$ cat src/rtl/fwd_hazard_unit.sv
// EX-stage operand forwarding selects and load-use stall / branch flush control.
// Optional FWD_PERF_CNT_EN adds free-running stall and flush event counters.
module fwd_hazard_unit (
  input  logic        clk,
  input  logic        rst,
  input  logic        id_valid,
  input  logic [4:0]  id_rs1,
  input  logic [4:0]  id_rs2,
  input  logic [4:0]  id_rd,
  input  logic        id_uses_rs1,
  input  logic        id_uses_rs2,
  input  logic        id_regwrite,
  input  logic        id_memread,
  input  logic        ex_branch_taken,
  output logic        stall,
  output logic        flush,
  output logic [1:0]  fwd_a,
  output logic [1:0]  fwd_b
`ifdef FWD_PERF_CNT_EN
  ,
  output logic [31:0] stall_cnt,
  output logic [31:0] flush_cnt
`endif
);

  localparam logic [1:0] FWD_RF  = 2'b00;
  localparam logic [1:0] FWD_WB  = 2'b01;
  localparam logic [1:0] FWD_MEM = 2'b10;

  logic       r_ex_valid;
  logic [4:0] r_ex_rs1;
  logic [4:0] r_ex_rs2;
  logic [4:0] r_ex_rd;
  logic       r_ex_regwrite;
  logic       r_ex_memread;

  logic       r_mem_valid;
  logic [4:0] r_mem_rd;
  logic       r_mem_regwrite;

  logic       r_wb_valid;
  logic [4:0] r_wb_rd;
  logic       r_wb_regwrite;

  logic       w_mem_writes;
  logic       w_wb_writes;
  logic       w_rs1_dep;
  logic       w_rs2_dep;
  logic       w_load_use;
  logic       w_ex_load;

  // A stage can only be a forwarding source if it really writes a non-x0 register.
  assign w_mem_writes = r_mem_valid & r_mem_regwrite & (r_mem_rd != 5'd0);
  assign w_wb_writes  = r_wb_valid  & r_wb_regwrite  & (r_wb_rd  != 5'd0);

  always_comb begin
    fwd_a = FWD_RF;
    if (w_mem_writes && (r_mem_rd == r_ex_rs1))
      fwd_a = FWD_MEM;
    else if (w_wb_writes && (r_wb_rd == r_ex_rs1))
      fwd_a = FWD_WB;
  end

  always_comb begin
    fwd_b = FWD_RF;
    if (w_mem_writes && (r_mem_rd == r_ex_rs2))
      fwd_b = FWD_MEM;
    else if (w_wb_writes && (r_wb_rd == r_ex_rs2))
      fwd_b = FWD_WB;
  end

  assign w_rs1_dep  = id_uses_rs1 & (id_rs1 == r_ex_rd);
  assign w_rs2_dep  = id_uses_rs2 & (id_rs2 == r_ex_rd);
  assign w_load_use = id_valid & r_ex_valid & r_ex_memread & (r_ex_rd != 5'd0)
                    & (w_rs1_dep | w_rs2_dep);

  // A taken branch squashes the dependent instruction, so it overrides the stall.
  assign stall     = w_load_use & ~ex_branch_taken;
  assign flush     = ex_branch_taken;
  assign w_ex_load = ~stall & ~ex_branch_taken;

  always_ff @(posedge clk) begin
    if (rst) begin
      r_ex_valid     <= 1'b0;
      r_ex_rs1       <= '0;
      r_ex_rs2       <= '0;
      r_ex_rd        <= '0;
      r_ex_regwrite  <= 1'b0;
      r_ex_memread   <= 1'b0;
      r_mem_valid    <= 1'b0;
      r_mem_rd       <= '0;
      r_mem_regwrite <= 1'b0;
      r_wb_valid     <= 1'b0;
      r_wb_rd        <= '0;
      r_wb_regwrite  <= 1'b0;
    end else begin
      r_wb_valid     <= r_mem_valid;
      r_wb_rd        <= r_mem_rd;
      r_wb_regwrite  <= r_mem_regwrite;
      r_mem_valid    <= r_ex_valid;
      r_mem_rd       <= r_ex_rd;
      r_mem_regwrite <= r_ex_regwrite;
      if (w_ex_load) begin
        r_ex_valid    <= id_valid;
        r_ex_rs1      <= id_rs1;
        r_ex_rs2      <= id_rs2;
        r_ex_rd       <= id_rd;
        r_ex_regwrite <= id_regwrite;
        r_ex_memread  <= id_memread;
      end else begin
        r_ex_valid    <= 1'b0;
        r_ex_rs1      <= '0;
        r_ex_rs2      <= '0;
        r_ex_rd       <= '0;
        r_ex_regwrite <= 1'b0;
        r_ex_memread  <= 1'b0;
      end
    end
  end

`ifdef FWD_PERF_CNT_EN
  logic [31:0] r_stall_cnt;
  logic [31:0] r_flush_cnt;

  always_ff @(posedge clk) begin
    if (rst) begin
      r_stall_cnt <= '0;
      r_flush_cnt <= '0;
    end else begin
      if (stall) r_stall_cnt <= r_stall_cnt + 32'd1;
      if (flush) r_flush_cnt <= r_flush_cnt + 32'd1;
    end
  end

  assign stall_cnt = r_stall_cnt;
  assign flush_cnt = r_flush_cnt;
`else
  // Event counters are not built in this configuration.
`endif

endmodule
$ cat config.mk
export PLATFORM = sky130hd
export DESIGN_NAME = fwd_hazard_unit
export DESIGN_NICKNAME = d
export VERILOG_FILES = /design/src/rtl/fwd_hazard_unit.sv
export SDC_FILE = /design/constraint.sdc
export NUM_CORES = 1
export LEC_CHECK = 0
export BUFFER_PORTS_ARGS = -buffer_cell sky130_fd_sc_hd__buf_4
export CAP_MARGIN = 40
export CORE_MARGIN = 3
export CORE_UTILIZATION = 52
export CTS_CLUSTER_SIZE = 16
export DETAILED_ROUTE_END_ITERATION = 8
export PLACE_DENSITY = 0.85
export SYNTH_ARGS = -nofsm -noshare
export SYNTH_HDL_FRONTEND = slang
export SYNTH_SLANG_ARGS = --single-unit
$ cat constraint.sdc
create_clock -name clk -period 2 [get_ports clk]
set_input_delay 0.2 -clock clk [delete_from_list [all_inputs] [get_ports clk]]
set_output_delay 0.2 -clock clk [all_outputs]
set_load 0.05 [all_outputs]
== After elaboration in Yosys (flattened, before gate mapping) ==
Index checks and enable logic that the tools add are counted.

* Flip-flop bits (word level): 32
* Latch bits: 0
* RAM bits: 0
* Bits in read-only memories: 0
* Input bits: 23
* Output and inout bits: 6
* Word-level logic and storage cells: 46
* Memories: 0

* $add $sub $neg: 0
* Multiply operators: 0
* Div/mod/pow operators: 0
* $lt $le $gt $ge: 0
* Equal/unequal tests: 6
* Shifts and indexed selects: 0
* Mux-type cells: 4
* Bitwise logic cells: 16
* Reductions and logical operators: 8

{| class="wikitable"
|+ Operators with widths
! operator !! count
|-
| $eq 5x5->1 || 6
|-
| $reduce_bool 5->1 || 3
|-
| $and 1x1->1 || 12
|-
| $logic_and 1x1->1 || 4
|-
| $mux 2 || 2
|-
| $not 1->1 || 3
|-
| $mux 1 || 2
|-
| $reduce_or 2->1 || 1
|-
| $or 1x1->1 || 1
|}

== Logic depth before layout (Yosys ltp) ==
* Depth after elaboration: 9
* Gate-level depth with buffers: 5

== Least setup slack after synthesis ==
Ideal clock, no wire load.

* Kind: register to output
* Start point: register r_mem_rd[4]
* End point: output fwd_a[0]
* Data arrival time: 2757 ps
* Setup slack: -957 ps
* Cell stages (with the launch flop): 5
* Path buffers: 0
* Cells stage by stage: dfxtp_1 or4_1 o211ai_2 nor4_1 nor4_2

* Word-level cells in the longest chain between the ends: 4
* Elaborated cells between the ends (all ways): 5
* Classes of those cells: eq/ne (1); mux (1); bitwise (1); reduce/logical (2)

{| class="wikitable"
|+ RTL lines
! element !! RTL line !! source
|-
| from (decl) || 38 || <nowiki>logic [4:0] r_mem_rd;</nowiki>
|-
| from (signal assigned) || 101 || <nowiki>r_mem_rd <= r_ex_rd;</nowiki>
|-
| $reduce_bool 5->1 || 53 || <nowiki>assign w_mem_writes = r_mem_valid & r_mem_regwrite & (r_mem_rd != 5'd0);</nowiki>
|-
| $and 1x1->1 || 53 ||
|-
| $logic_and 1x1->1 (*) || 58 || <nowiki>if (w_mem_writes && (r_mem_rd == r_ex_rs1))</nowiki>
|-
| $mux 2 (*) || 58 ||
|-
| to (decl) || 17 || <nowiki>output logic [1:0] fwd_a,</nowiki>
|}

Every way passes the cells marked *; elsewhere a longest branch is shown, timed or not.

== Worst setup path after layout ==
* Start point: register r_wb_rd[1]
* End point: output fwd_b[0]

* Word-level cells in the longest chain between the ends: 5
* Elaborated cells between the ends (all ways): 6
* Classes of those cells: eq/ne (1); mux (2); bitwise (1); reduce/logical (2)

{| class="wikitable"
|+ RTL lines
! element !! RTL line !! source
|-
| from (decl) || 42 || <nowiki>logic [4:0] r_wb_rd;</nowiki>
|-
| from (signal assigned) || 98 || <nowiki>r_wb_rd <= r_mem_rd;</nowiki>
|-
| $reduce_bool 5->1 || 54 || <nowiki>assign w_wb_writes = r_wb_valid & r_wb_regwrite & (r_wb_rd != 5'd0);</nowiki>
|-
| $and 1x1->1 || 54 ||
|-
| $logic_and 1x1->1 (*) || 68 || <nowiki>else if (w_wb_writes && (r_wb_rd == r_ex_rs2))</nowiki>
|-
| $mux 1 (*) || 68 ||
|-
| $mux 2 (*) || 66 || <nowiki>if (w_mem_writes && (r_mem_rd == r_ex_rs2))</nowiki>
|-
| to (decl) || 18 || <nowiki>output logic [1:0] fwd_b</nowiki>
|}

Marked as above.

==> results.py <==
metrics = {
    "power": {
        "power.share.combinational": 0.119,
        "post-layout-total-power_mw": 1.19,
        "power.share.switching": 0.247,
        "total_leakage_power_nw": 0.772,
        "p_seq_frac": 0.569,
        "vdd.ir_drop.worst_uv": 466,
        "total_switching_power_mw": 0.295,
        "power_density_nw_per_um2": 674,
        "p_int_mw": 0.900,
        "share_clk_of_total_power": 0.313,
    },
    "cts": {
        "max-clock-path-buffers": 2,
        "worst_skew_pair.late_latency_ps": 320,
        "numCtsBuffers": 5,
        "clock_tree_from_tritoncts": "built",
        "hold_buffers": 0,
        "htree_levels": 2,
        "cts.reportedPaths.clkPinSlew_ps": 90,
        "clock_sink_count": 32,
        "clock_tree.root_cell": "sky130_fd_sc_hd__clkbuf_4",
    },
    "cells_and_area": {
        "areaGrowthSynthToFinish_pct": 32.8,
        "most_frequent_cells_in_the_layout": "sky130_fd_sc_hd__buf_4, sky130_fd_sc_hd__dfxtp_1, sky130_fd_sc_hd__nand2_1",
        "most_common_cell_after_layout_fill_and_taps_aside": "sky130_fd_sc_hd__buf_4",
        "finalCoreUtilization": 0.765,
        "filler_cell_count": 150,
        "final_layout_size_suffix_gt1_frac": 0.326,
        "antennaDiodeCount": 0,
        "nNetsFinal": 200,
    },
    "drt": {
        "totalWireLength_microns": 2840,
        "drtAntennaViolNets": 0,
        "drt_first_iter_violations": 32,
        "drc_errors": 0,
        "detail_route.first_pass.iterations": 4,
        "post_drt_via_cell_ratio": 5.18,
        "wl_per_cell_microns": 13.8,
        "routed-via-count": 1068,
    },
    "place": {
        "place.detailed.hpwl_microns": 2070,
        "pre_cts_ws_ps": 57.7,
        "finalWeightedCongestion": 0.848,
        "placement.io_buffers": 28,
    },
    "global_routing": {
        "grt_pass1_vias": 1077,
        "antenna_violations_before_repair": 0,
        "grt_start_max_net_pins": 19,
        "grt_first_pass_wirelength_microns": 4690,
        "global_route_layer_with_the_greatest_usage": "met2",
        "grtUsageMet3": 0.0414,
        "met2_usage": 0.318,
        "grt.met1_usage": 0.224,
        "global_route.overflow_total": 0,
        "gr-usage-all-layers": 0.188,
    },
    "sta": {
        "finalCritPeriodShare": 1.08,
        "clock.fmax_mhz": 465,
        "worst_slew_pin_slew_ps": 329,
        "hold-worst-slack_ps": 98.1,
        "final-max-slew-violation-count": 0,
        "grt_setup_unrepaired": "true",
        "clock-skew-final_ps": 3.20,
        "fin_crit_period_ps": 2150,
        "setup_total_neg_slack_ps": -260,
        "max_slew_margin": 0.779,
        "finalSetupViolations": 2,
        "final.setup.worst_slack_ps": -152,
        "report.final.hold_viol_count": 0,
    },
    "floorplanning": {
        "initial_core_util": 0.576,
        "num_rows": 17,
        "die_height_microns": 56.7,
        "die_width_microns": 56.7,
        "ioPinCount": 29,
        "fp.dieArea_sq_um": 3210,
        "fp.coreArea_sq_um": 2320,
    },
    "setup_path": {
        "crit_path_largest_cell_delay_ps": 550,
        "most_used_cell_cp": "sky130_fd_sc_hd__buf_6",
        "crit_arrival_ps": 1950,
        "crit_type": "reg -> out",
        "timing.critical_path.buf_inv": 2,
        "critical_path.top_delay_family": "simple AND/OR/NAND/NOR gates",
        "cp.required_ps": 1800,
        "critical_path.endpoint_type": "primary output",
        "reg2regPathDepth": 5,
        "worst_setup_path_start_kind": "flip-flop",
        "regToRegSetupSlack_ps": 600,
        "cp_cell_sequence": "buf_6, xor2_1, or4_4, nor4_4, buf_6",
        "critical_path.slowest_cell": "sky130_fd_sc_hd__or4_4",
        "timing.rr.start": "r_ex_rd[2]$_SDFF_PP0_",
        "rr_endpoint": "r_ex_rs2[3]$_SDFF_PP0_",
        "critical_path_peak_fanout": 2,
    },
    "synthesis": {
        "syn_inst": 140,
        "ys.flop_type": "sky130_fd_sc_hd__dfxtp_1",
        "dominant_combinational_cell_family_by_area_after_synthesis": "simple AND/OR/NAND/NOR gates",
        "synth_fp_nets": 163,
        "fraction_of_the_mapped_netlist_area_in_adder_cells": 0,
        "synth-edff-count": 0,
        "yosys.cell_types.count": 20,
        "syn_area_per_cell_sq_um": 9.54,
        "synth-seq-area-share": 0.480,
        "synth-seq-cells": 32,
        "post_synth_instance_area_sq_um": 1340,
        "synth_simple_gate_area_share": 0.209,
        "synth.mux.area_fraction": 0,
        "synth-xor-area-share": 0.197,
        "synth_warn": 0,
        "synth_compound_gate_area_share": 0.0956,
        "synth_async_sr_flop_share": 0,
    },
    "hold_path": {
        "min_delay_path_depth": 3,
        "whs_endpoint": "r_ex_memread$_SDFF_PP0_",
        "min-delay-start": "id_memread",
        "hold_path.class": "in -> reg",
    },
    "run_status": {
        "outcome": "finished with violations",
        "violations": "setup timing",
    },
    "job": {
        "drv_cap": 0,
    },
}
[flip-flops by register name, indices dropped and copies added, names as in the netlist]
signal and cells:
r_ex_rd 5, r_ex_rs1 5, r_ex_rs2 5, r_mem_rd 5, r_wb_rd 5, r_ex_memread 1, r_ex_regwrite 1, r_ex_valid 1
r_mem_regwrite 1, r_mem_valid 1, r_wb_regwrite 1, r_wb_valid 1
[per-layer routing]
layer,up-vias,routed length (microns)
li1,543,-
met1,482,1230
met2,35,1400
met3,8,138
met4,0,75
met5,-,0
[synth_stat cells, types with 2 or more instances]
cell	instances	area share
sky130_fd_sc_hd__clkbuf_1	2	0.0056
sky130_fd_sc_hd__buf_2	2	0.0075
sky130_fd_sc_hd__or4_1	4	0.022
sky130_fd_sc_hd__nor4_1	2	0.0094
sky130_fd_sc_hd__xor2_1	14	0.092
sky130_fd_sc_hd__nor2b_1	14	0.066
sky130_fd_sc_hd__nand2_1	20	0.056
sky130_fd_sc_hd__nor2_1	2	0.0056
sky130_fd_sc_hd__a21oi_1	19	0.071
sky130_fd_sc_hd__nand3_1	3	0.011
sky130_fd_sc_hd__nand4_1	2	0.0094
sky130_fd_sc_hd__dfxtp_1	32	0.48
sky130_fd_sc_hd__xnor2_1	16	0.10
sky130_fd_sc_hd__nor4_2	2	0.019
[logic make-up (layout without fill, tap and decap cells)]
group,Yosys count,count (layout)
AND/OR/NAND/NOR,51,51
XOR/XNOR,30,30
AO/OA/AOI/OAI,22,22
flip-flops,32,32
buffers and inverters,5,43
[area by class of cell]
| class | instances | area, sq um | area share |
|---|---|---|---|
| well taps | 28 | 35.0 | 0.0198 |
| clock inverters | 2 | 10.0 | 0.00565 |
| repair buffers | 35 | 285 | 0.161 |
| clock buffers | 6 | 51.3 | 0.0289 |
| flip-flops and latches | 32 | 647 | 0.365 |
| multi-input cells | 103 | 744 | 0.420 |
[power by group through the flow]
stage          registers [mW]  clock network (mW)  logic [mW]
3_3_place_gp            0.692                   0       0.131
2_1_floorplan           0.687                   0      0.0806
3_5_place_dp            0.693                   0       0.134
6_report                0.679               0.373       0.142
4_1_cts                 0.678               0.380       0.141
5_1_grt                 0.681               0.409       0.156
[worst reg2reg max path, delay by kind of cell, from the launching register on]
family / cells / cell delay, ps
buffers and inverters: 1 / 250
AOI/OAI and AO/OA: 2 / 320
and+or+nand+nor: 1 / 130
xor gates and xnor gates: 1 / 150
DFF: 1 / 430
[worst max-delay path by stage]
stage,startpoint,endpoint,cells past startpoint
after floorplan,r_mem_rd[3]$_SDFF_PP0_,fwd_a[0],4
after global placement,r_wb_rd[2]$_SDFF_PP0_,fwd_b[0],5
after detailed placement,r_wb_rd[1]$_SDFF_PP0_,fwd_a[0],5
after CTS,r_wb_rd[1]$_SDFF_PP0_,fwd_a[0],5
after global routing,r_wb_rd[1]$_SDFF_PP0_,fwd_b[0],5
final,r_wb_rd[1]$_SDFF_PP0_,fwd_b[0],5
[what timing repair did]
action / in CTS / in global routing
pin swaps: 2 / 1
buffers inserted: 4 / 0
endpoints found under the setup margin: 4 / 4
cloned: 0 / 0
gates resized for setup: 12 / 3
[through the flow]
stage,cell area [sq um],std cells
after floorplan,1380,140
after global placement,1630,194
after detailed placement,1630,194
after CTS,1760,206
after global routing,1770,206
final,1770,206
(Power assumes the default switching activity.)
